===== src/rtl/pipeline_if_pkg.sv =====
// Shared constants for the instruction-fetch stage.
// Widths, the canonical NOP and the fetch FSM encodings.
package pipeline_if_pkg;

  localparam int          COMMON_WIDTH = 32;
  localparam logic [31:0] NOP_INST     = 32'h0000_0013;
  localparam logic [31:0] PC_STEP      = 32'd4;

  localparam logic [1:0] IF_STATE_REQ  = 2'd0;
  localparam logic [1:0] IF_STATE_WAIT = 2'd1;
  localparam logic [1:0] IF_STATE_HOLD = 2'd2;

  function automatic logic [COMMON_WIDTH-1:0] align_word(
    input logic [COMMON_WIDTH-1:0] a
  );
    return {a[COMMON_WIDTH-1:2], 2'b00};
  endfunction

endpackage


===== src/rtl/pipeline_if.sv =====
// Instruction fetch: owns the PC, one outstanding imem request,
// registered instruction to IF/ID with stall hold and redirect flush.
module pipeline_if
  import pipeline_if_pkg::*;
#(
  parameter logic [31:0] RESET_PC = 32'h0000_0000
) (
  input  logic        clk,
  input  logic        rst,
  input  logic        stall,
  input  logic        redirect,
  input  logic [31:0] redirect_pc,
  output logic        imem_req,
  output logic [31:0] imem_addr,
  input  logic        imem_gnt,
  input  logic        imem_rvalid,
  input  logic [31:0] imem_rdata,
  output logic [31:0] inst_out,
  output logic [31:0] pc_out,
  output logic        inst_valid
);

  logic [1:0]  r_state;
  logic [31:0] r_pc;
  logic        r_discard;
  logic [31:0] r_hold;
  logic [31:0] r_inst;
  logic [31:0] r_pc_out;
  logic        r_valid;

  logic [1:0]  w_state_nxt;
  logic [31:0] w_pc_nxt;
  logic        w_discard_nxt;
  logic [31:0] w_hold_nxt;
  logic        w_deliver;
  logic [31:0] w_deliver_inst;
  logic [31:0] w_pc_inc;

  assign w_pc_inc  = r_pc + PC_STEP;
  assign imem_req  = rst && (r_state == IF_STATE_REQ);
  assign imem_addr = r_pc;

  always_comb begin
    w_state_nxt    = r_state;
    w_pc_nxt       = r_pc;
    w_discard_nxt  = r_discard;
    w_hold_nxt     = r_hold;
    w_deliver      = 1'b0;
    w_deliver_inst = r_hold;
    if (redirect) begin
      w_pc_nxt = align_word(redirect_pc);
      unique case (r_state)
        IF_STATE_REQ: begin
          if (imem_gnt) begin
            w_state_nxt   = IF_STATE_WAIT;
            w_discard_nxt = 1'b1;
          end
        end
        IF_STATE_WAIT: begin
          // response already in flight: either drop it now or mark it stale
          if (imem_rvalid) begin
            w_state_nxt   = IF_STATE_REQ;
            w_discard_nxt = 1'b0;
          end else begin
            w_discard_nxt = 1'b1;
          end
        end
        default: w_state_nxt = IF_STATE_REQ;
      endcase
    end else begin
      unique case (r_state)
        IF_STATE_REQ: begin
          if (imem_gnt) w_state_nxt = IF_STATE_WAIT;
        end
        IF_STATE_WAIT: begin
          if (imem_rvalid) begin
            if (r_discard) begin
              w_discard_nxt = 1'b0;
              w_state_nxt   = IF_STATE_REQ;
            end else if (!stall) begin
              w_deliver      = 1'b1;
              w_deliver_inst = imem_rdata;
              w_pc_nxt       = w_pc_inc;
              w_state_nxt    = IF_STATE_REQ;
            end else begin
              w_hold_nxt  = imem_rdata;
              w_state_nxt = IF_STATE_HOLD;
            end
          end
        end
        IF_STATE_HOLD: begin
          if (!stall) begin
            w_deliver   = 1'b1;
            w_pc_nxt    = w_pc_inc;
            w_state_nxt = IF_STATE_REQ;
          end
        end
        default: w_state_nxt = IF_STATE_REQ;
      endcase
    end
  end

  always_ff @(posedge clk or negedge rst) begin
    if (!rst) begin
      r_state   <= IF_STATE_REQ;
      r_pc      <= RESET_PC;
      r_discard <= 1'b0;
      r_hold    <= NOP_INST;
    end else begin
      r_state   <= w_state_nxt;
      r_pc      <= w_pc_nxt;
      r_discard <= w_discard_nxt;
      r_hold    <= w_hold_nxt;
    end
  end

  always_ff @(posedge clk or negedge rst) begin
    if (!rst) begin
      r_inst   <= NOP_INST;
      r_pc_out <= '0;
      r_valid  <= 1'b0;
    end else if (redirect) begin
      r_inst  <= NOP_INST;
      r_valid <= 1'b0;
    end else if (w_deliver) begin
      r_inst   <= w_deliver_inst;
      r_pc_out <= r_pc;
      r_valid  <= 1'b1;
    end else if (!stall) begin
      r_inst  <= NOP_INST;
      r_valid <= 1'b0;
    end
  end

  assign inst_out   = r_inst;
  assign pc_out     = r_pc_out;
  assign inst_valid = r_valid;

endmodule


===== config.mk =====
export PLATFORM = sky130hd
export DESIGN_NAME = pipeline_if
export DESIGN_NICKNAME = d
export VERILOG_FILES = /design/src/rtl/pipeline_if_pkg.sv /design/src/rtl/pipeline_if.sv
export SDC_FILE = /design/constraint.sdc
export NUM_CORES = 1
export LEC_CHECK = 0
export ABC_AREA = 1
export CAP_MARGIN = 25
export CORE_MARGIN = 2
export CORE_UTILIZATION = 53
export DETAILED_ROUTE_END_ITERATION = 10
export PLACE_DENSITY = 0.95
export SYNTH_ARGS = -nofsm -noshare
export SYNTH_HDL_FRONTEND = slang
export SYNTH_SLANG_ARGS = --single-unit

===== constraint.sdc =====
create_clock -name clk -period 3.6 [get_ports clk]
set_clock_uncertainty 0.1 [all_clocks]
set_input_delay 0.9 -clock clk [delete_from_list [all_inputs] [get_ports clk]]
set_output_delay 0.9 -clock clk [all_outputs]
set_load 0.1 [all_outputs]

==> results by group, run 1 <==
Power
  – PnR Total Power: 7.558 mW
  – Pwr Density: 891.4 mW/mm^2
  – Max VDD drop: 0.0003961 V
  – P_leak: 4.216 nW

Routing
  – Vias after detailed routing: 6223
  – WL/cell: 15.33 um
  – Antenna-violating nets left: 0
  – First drt pass iteration count: 6
  – First DRT Iteration DRCs: 706
  – DRC: 0
  – Via/cell ratio: 5.342
  – DRT Wirelength: 17860 um

STA
  – Final setup viols: 0
  – Final Hold Viols: 0
  – Tcrit/Tclk final: 73.34%
  – Setup TNS: 0 ns
  – Slew Limit Fails: 0
  – RSZ-0062 raised after global routing: false
  – Max-slew headroom: 40.12%
  – Maximum clock rate: 0.3788 GHz
  – Tmin final: 2.640 ns
  – Least-Margin Pin Slew: 0.8982 ns

Logic synthesis
  – Cells after synthesis: 854
  – Largest family of logic cells by synthesized area: simple AND/OR/NAND/NOR gates
  – Netlist cell types: 34
  – Synth Area per Inst: 7.558 um^2
  – Synth Warn #: 0
  – Simple-gate share of the synthesized area: 25.28%
  – Post-synth EDFFs: 0
  – Netlist Area Pre-Place: 0.006455 mm^2
  – XOR/XNOR Fraction of Synth Area: 0.2714%
  – Compound-cell area share of the yosys netlist: 14.54%
  – Post-Synth Adder-Cell Area: 0.7753%
  – Seq/Total Area, Yosys: 49.74%
  – Synthesized flop and latch total: 128
  – Ys async rst share: 100.0%
  – Commonest register cell after synthesis: dfrtp_1
  – Mux contribution to synthesized area: 0.1745%

Floorplan
  – Die Area: 0.01308 mm^2
  – Die Width: 114.4 um
  – Row count: 40
  – # IOs: 168
  – Core Region: 0.01196 mm^2
  – Die height: 114.4 um
  – Initial core utilization: 53.96%

Clocking
  – Post-CTS Resized: 0
  – Root Driver: clkbuf_16
  – Post-CTS Setup Inserts: 0
  – Clk sinks: 128
  – Clock Latency Late Sink: 0.43 ns
  – CTS Buffer Depth: 2
  – H-tree depth: 4
  – Worst-path clk slew: 0.06 ns
  – Clock buffers created by TritonCTS: 17
  – Hold_buf cts: 0
  – CTS tree: yes

Placed design
  – DP HPWL: 11950 um
  – GPL Wtd Cong: 0.9559
  – Port bufs: 161

Cells and area
  – Antenna cells: 0
  – # nets final: 1079
  – Layout fillers: 888
  – Layout cells sized above 1: 16.11%
  – Synth-to-layout area growth: 31.36%

Global route
  – Grt total ovfl: 0
  – Antenna violations before repair: 0
  – Vias in the first global route: 6030
  – Largest net degree at the start of global routing: 129
  – Total global-route track usage: 29.06%
  – First-pass GRT wire length: 29520 um

Critical path
  – Worst path top cell family by delay: buffers and inverters
  – CP bufs+invs: 4
  – Req. time, crit path: 3.83 ns
  – Worst-path maximum fanout: 33
  – Critical path's largest stage delay: 0.73 ns
  – Crit path kind: in -> reg
  – WP data arrival: 2.87 ns
  – Slowest cell on crit path: clkdlybuf4s50_1
  – Crit-path cells: clkdlybuf4s50_1 > inv_2 > nand2_2 > inv_2 > nand2_2 > buf_4 > nand2_1 > o21ai_0
  – Crit. End Element: flip-flop
  – CP startpoint kind: input pin

Run
  – Max Cap Violations: 0

Outcome
  – Status: finished clean

Worst hold path
  – Worst hold path type: reg -> reg
-- worst paths after layout --
| kind | startpoint | end | slack (ns) | depth (start not counted) |
|---|---|---|---|---|
| min | pc_out[8] | pc_out[8] | 0.37 | 2 |
| max reg2reg | r_state[1] | pc_out[7] | 1.43 | 7 |
| max | redirect | r_hold[4] | 0.96 | 8 |
| min reg2reg | pc_out[8] | pc_out[8] | 0.37 | 2 |
| min in group asynchronous | rst | pc_out[11] | 0.46 | 2 |
| max in group asynchronous | rst | r_hold[2] | 2.37 | 2 |
-- metrics by stage --
step | instance area, um^2 | hold WS, ns | cells | utilization (%) | worst slack (ns)
floorplan | 6466 | 0.3479 | 857 | - | 1.074
global placement | 7870 | 0.3615 | 1133 | 65.80 | 0.5695
detailed placement | 7870 | 0.3635 | 1133 | 65.80 | 0.5413
CTS | 8479 | 0.3772 | 1165 | 70.89 | 0.9572
global route | 8479 | 0.4050 | 1165 | 70.89 | 0.7660
finish | 8479 | 0.3727 | 1165 | 70.89 | 0.9597
-- cells in the final DEF (no fill, tap or decap), types with 3 or more instances in the layout --
cell | Yosys | final
nor2_4 | 3 | 3
o21ai_0 | 104 | 104
clkdlybuf4s50_1 | 0 | 66
o22ai_1 | 3 | 3
nand2_2 | 5 | 5
ha_1 | 4 | 4
inv_1 | 87 | 87
inv_6 | 0 | 4
bufinv_16 | 0 | 3
clkbuf_16 | 0 | 17
nand4_1 | 3 | 3
inv_2 | 5 | 5
dfrtp_1 | 122 | 122
nor2_1 | 105 | 105
a21oi_1 | 19 | 19
conb_1 | 1 | 4
o21ai_1 | 43 | 43
nor2_2 | 4 | 4
dfstp_2 | 6 | 6
nand2_1 | 252 | 252
clkinvlp_4 | 0 | 3
nand3_1 | 31 | 31
clkinv_4 | 0 | 3
buf_4 | 6 | 102
-- worst min-delay path: stages, from the launching register on --
cell and delay (ns):
dfrtp_1 0.34, nand2_1 0.05, nand2_1 0.05
-- Yosys cell counts (2+ instances only) --
library cell    n  share of area [%]
buf_4           6               0.70
nand2_2         5               0.48
clkbuf_1        9               0.52
o21ai_0       104                8.1
o21ai_1        43                3.3
nand3_1        31                2.4
nor2_1        105                6.1
xor2_1          2               0.27
nor2_2          4               0.39
o211ai_1        2               0.23
inv_1          87                5.1
buf_6           6                1.0
o22ai_1         3               0.29
nand2_1       252                 15
dfrtp_1       122                 47
nor2_4          3               0.52
clkbuf_2        4               0.31
a31oi_1         2               0.19
ha_1            4               0.78
buf_2          16                1.2
inv_2           5               0.29
dfstp_2         6                2.4
a21oi_1        19                1.5
nor3b_1         2               0.23
nand4_1         3               0.29
-- flip-flops by register name, indices dropped and copies added, names as in the netlist --
name / count
imem_addr: 30
inst_out: 32
inst_valid: 1
pc_out: 30
r_discard: 1
r_hold: 32
r_state: 2
-- routing by layer --
metal  track usage [%]  part of all wire [%]
met1             35.88                    39
met2             48.25                    50
met3             8.894                   8.9
met4             10.89                   2.4
met5                 0                     0
-- cell type report --
class	count	area (um^2)	share of cell area, %
flip-flops and latches	128	3211	37.86
repair buffers	170	1466	17.29
inverters	92	345.3	4.073
clock inverters	15	183.9	2.169
multi-input cells	596	2664	31.42
clock buffers	17	425.4	5.017
well taps	147	183.9	2.169
-- kinds of logic after synthesis --
| family | count (synthesis) |
|---|---|
| other | 1 |
| AND/OR/NAND/NOR | 407 |
| flip-flops | 128 |
| adder cells (fa/ha/maj) | 4 |
| XOR/XNOR | 2 |
| AO/OA/AOI/OAI | 178 |
| multiplexers | 1 |
| buffers and inverters | 133 |
-- power by group --
part / internal (mW) / switching, mW
registers: 1.90 / 0.390
logic: 0.746 / 2.74
clock network: 1.10 / 0.681
Note: power is estimated with default switching activity, not from simulation.
==> run 2: changes to the inputs <==
--- a/config.mk
+++ b/config.mk
@@ -8,9 +8,9 @@
 export ABC_AREA = 1
 export CAP_MARGIN = 25
 export CORE_MARGIN = 2
-export CORE_UTILIZATION = 53
+export CORE_UTILIZATION = 49
 export DETAILED_ROUTE_END_ITERATION = 10
-export PLACE_DENSITY = 0.95
+export PLACE_DENSITY = 0.92
 export SYNTH_ARGS = -nofsm -noshare
 export SYNTH_HDL_FRONTEND = slang
 export SYNTH_SLANG_ARGS = --single-unit
==> constraint.sdc (replaced) <==
create_clock -name clk -period 2.6 [get_ports clk]
set_clock_uncertainty 0.1 [all_clocks]
set_input_delay 0.65 -clock clk [delete_from_list [all_inputs] [get_ports clk]]
set_output_delay 0.65 -clock clk [all_outputs]
set_load 0.1 [all_outputs]
==> results by group, run 2 (synthesis gave the netlist of run 1 again) <==
Clocking
  – Clock Latency Late Sink: 0.42 ns (about the same)
  – H-tree depth: 4 (unchanged)
  – Post-CTS Setup Inserts: 0 (unchanged)
  – Worst-path clk slew: 0.05 ns (about the same)
  – CTS Buffer Depth: 2 (unchanged)
  – Root Driver: clkbuf_16
  – Post-CTS Resized: 0 (unchanged)
  – Clk sinks: 128 (unchanged)
  – Hold_buf cts: 0 (unchanged)
  – Clock buffers created by TritonCTS: 17 (unchanged)
  – CTS tree: yes

Floorplan
  – # IOs: 168 (unchanged)
  – Die Width: 118.8 um (+3.9%)
  – Die Area: 0.01411 mm^2 (+7.9%)
  – Die height: 118.8 um (+3.9%)
  – Initial core utilization: 50.74% (-3.2 points)
  – Row count: 41 (+2.5%)
  – Core Region: 0.01272 mm^2 (+6.4%)

Cells and area
  – Most frequent cells in the layout: 252 x nand2_1, 122 x dfrtp_1, 105 x nor2_1
  – Antenna cells: 0 (unchanged)
  – Synth-to-layout area growth: 32.31%
  – # nets final: 1083 (+0.37%)
  – Fin cells: 1194 (+2.5%)
  – Layout cells sized above 1: 15.85% (-0.26 points)
  – Post-layout util: 67.13% (-3.8 points)
  – Final instance area: 0.008541 mm^2 (+0.72%)
  – Commonest non-fill, non-tap cell in the layout: nand2_1

Critical path
  – Crit path kind: reg -> out
  – Req. time, crit path: 1.85 ns (-1.98 ns)
  – Worst-path maximum fanout: 4 (-88%)
  – FF-to-FF setup slack: 0.55 ns (-0.88 ns)
  – WP data arrival: 1.44 ns (-1.43 ns)
  – Crit. End Element: primary output
  – CP startpoint kind: flip-flop
  – R2R cell count: 11 (+4)

Power
  – Pwr Density: 1211 mW/mm^2 (+36%)
  – Sw Pwr: 5.174 mW (+36%)
  – P_leak: 4.235 nW (+0.47%)
  – Max VDD drop: 0.0005820 V (+47%)
  – Sequential power share: 30.7% (+0.4 points)
  – Switching share of power: 50.02% (-0.45 points)
  – Clock power share: 22.5% (-1.0 points)
  – Comb power frac: 46.8% (+0.6 points)
  – Pint: 5.170 mW (+38%)

Global route
  – Total global-route track usage: 25.89% (-3.2 points)
  – Met3 Use GR: 8.446% (-0.45 points)
  – Vias in the first global route: 5952 (-1.3%)
  – Antenna violations before repair: 0 (unchanged)
  – Largest net degree at the start of global routing: 129 (unchanged)
  – Met2 usage: 41.56% (-6.7 points)
  – Layer with the highest usage: met2
  – Met1 track demand over resource: 33.13% (-2.7 points)
  – First-pass GRT wire length: 29210 um (-1.1%)
  – Grt total ovfl: 0 (unchanged)

Placed design
  – Post-Place Cells: 1162 (+2.6%)
  – Port bufs: 161 (unchanged)
  – GPL Wtd Cong: 0.9809 (+2.6%)
  – Placed Area: 0.007969 mm^2 (+1.3%)
  – DP HPWL: 12060 um (+0.94%)

Outcome
  – Status: finished clean

Routing
  – DRC: 0 (unchanged)
  – First DRT Iteration DRCs: 636 (-9.9%)
  – Vias after detailed routing: 6155 (-1.1%)
  – WL/cell: 14.78 um (-3.6%)
  – Via/cell ratio: 5.155 (-3.5%)
  – First drt pass iteration count: 7 (+1)
  – Antenna-violating nets left: 0 (unchanged)
  – DRT Wirelength: 17640 um (-1.2%)

STA
  – Slew Limit Fails: 0 (unchanged)
  – Final Hold Viols: 0 (unchanged)
  – Tcrit/Tclk final: 84.24%
  – Maximum clock rate: 0.4566 GHz
  – Setup TNS: 0 ns (unchanged)
  – Max-slew headroom: 50.46% (+10 points)
  – Least-Margin Pin Slew: 0.7432 ns (-0.1550 ns)
  – Tmin final: 2.190 ns
  – RSZ-0062 raised after global routing: false
  – Final setup viols: 0 (unchanged)

Run
  – Max Cap Violations: 0 (unchanged)

Worst hold path
  – Worst hold path type: in -> async
## run 2: cell type report
type,count,area (um^2)
inverter,92,345.3
multi-input combinational,596,2664
clock inverter,6,82.58
fill,1075,4182
timing repair buffer,174,1534
tap,172,215.2
sequential,128,3211
clock buffer,26,489.2
## run 2: worst paths after layout
| path | endpoint | startpoint |
|---|---|---|
| max in group asynchronous | imem_addr[19] | rst |
| setup reg to reg | inst_out[1] | r_state[1] |
| hold / removal | pc_out[14] | rst |
| hold reg to reg | pc_out[3] | pc_out[3] |
| setup / recovery | imem_req | r_state[0] |
| min in group clk | pc_out[3] | pc_out[3] |
## run 2: stage by stage
stage                     power (mW)  hold WS (ns)  setup WS (ns)
after floorplan                6.818        0.2544         0.2961
after global placement         7.930        0.3607         0.1999
after detailed placement       8.025        0.3672         0.1516
after CTS                      10.38        0.2997         0.3864
after global routing           10.83        0.2776         0.3254
final                          10.34        0.1926         0.4099
## run 2: critical path: stages, from the launching register on
cell and delay, ns:
dfrtp_1 0.38, inv_1 0.09, ha_1 0.22, nand2_1 0.06, inv_1 0.09, buf_12 0.18
## run 2: power groups by stage
stage / Combinational (mW) / Clock, mW / Sequential, mW
after global placement: 4.77 / 0 / 3.16
after CTS: 4.86 / 2.36 / 3.15
final: 4.84 / 2.33 / 3.17
after detailed placement: 4.85 / 0 / 3.17
after floorplan: 1.17 / 0 / 5.65
after global routing: 5.12 / 2.46 / 3.25
## run 2: per-layer routing
layer,part of all wire (%),vias up
met5,0,-
met4,1.8,0
met3,9.0,26
met2,48,275
met1,42,2857
li1,-,2997
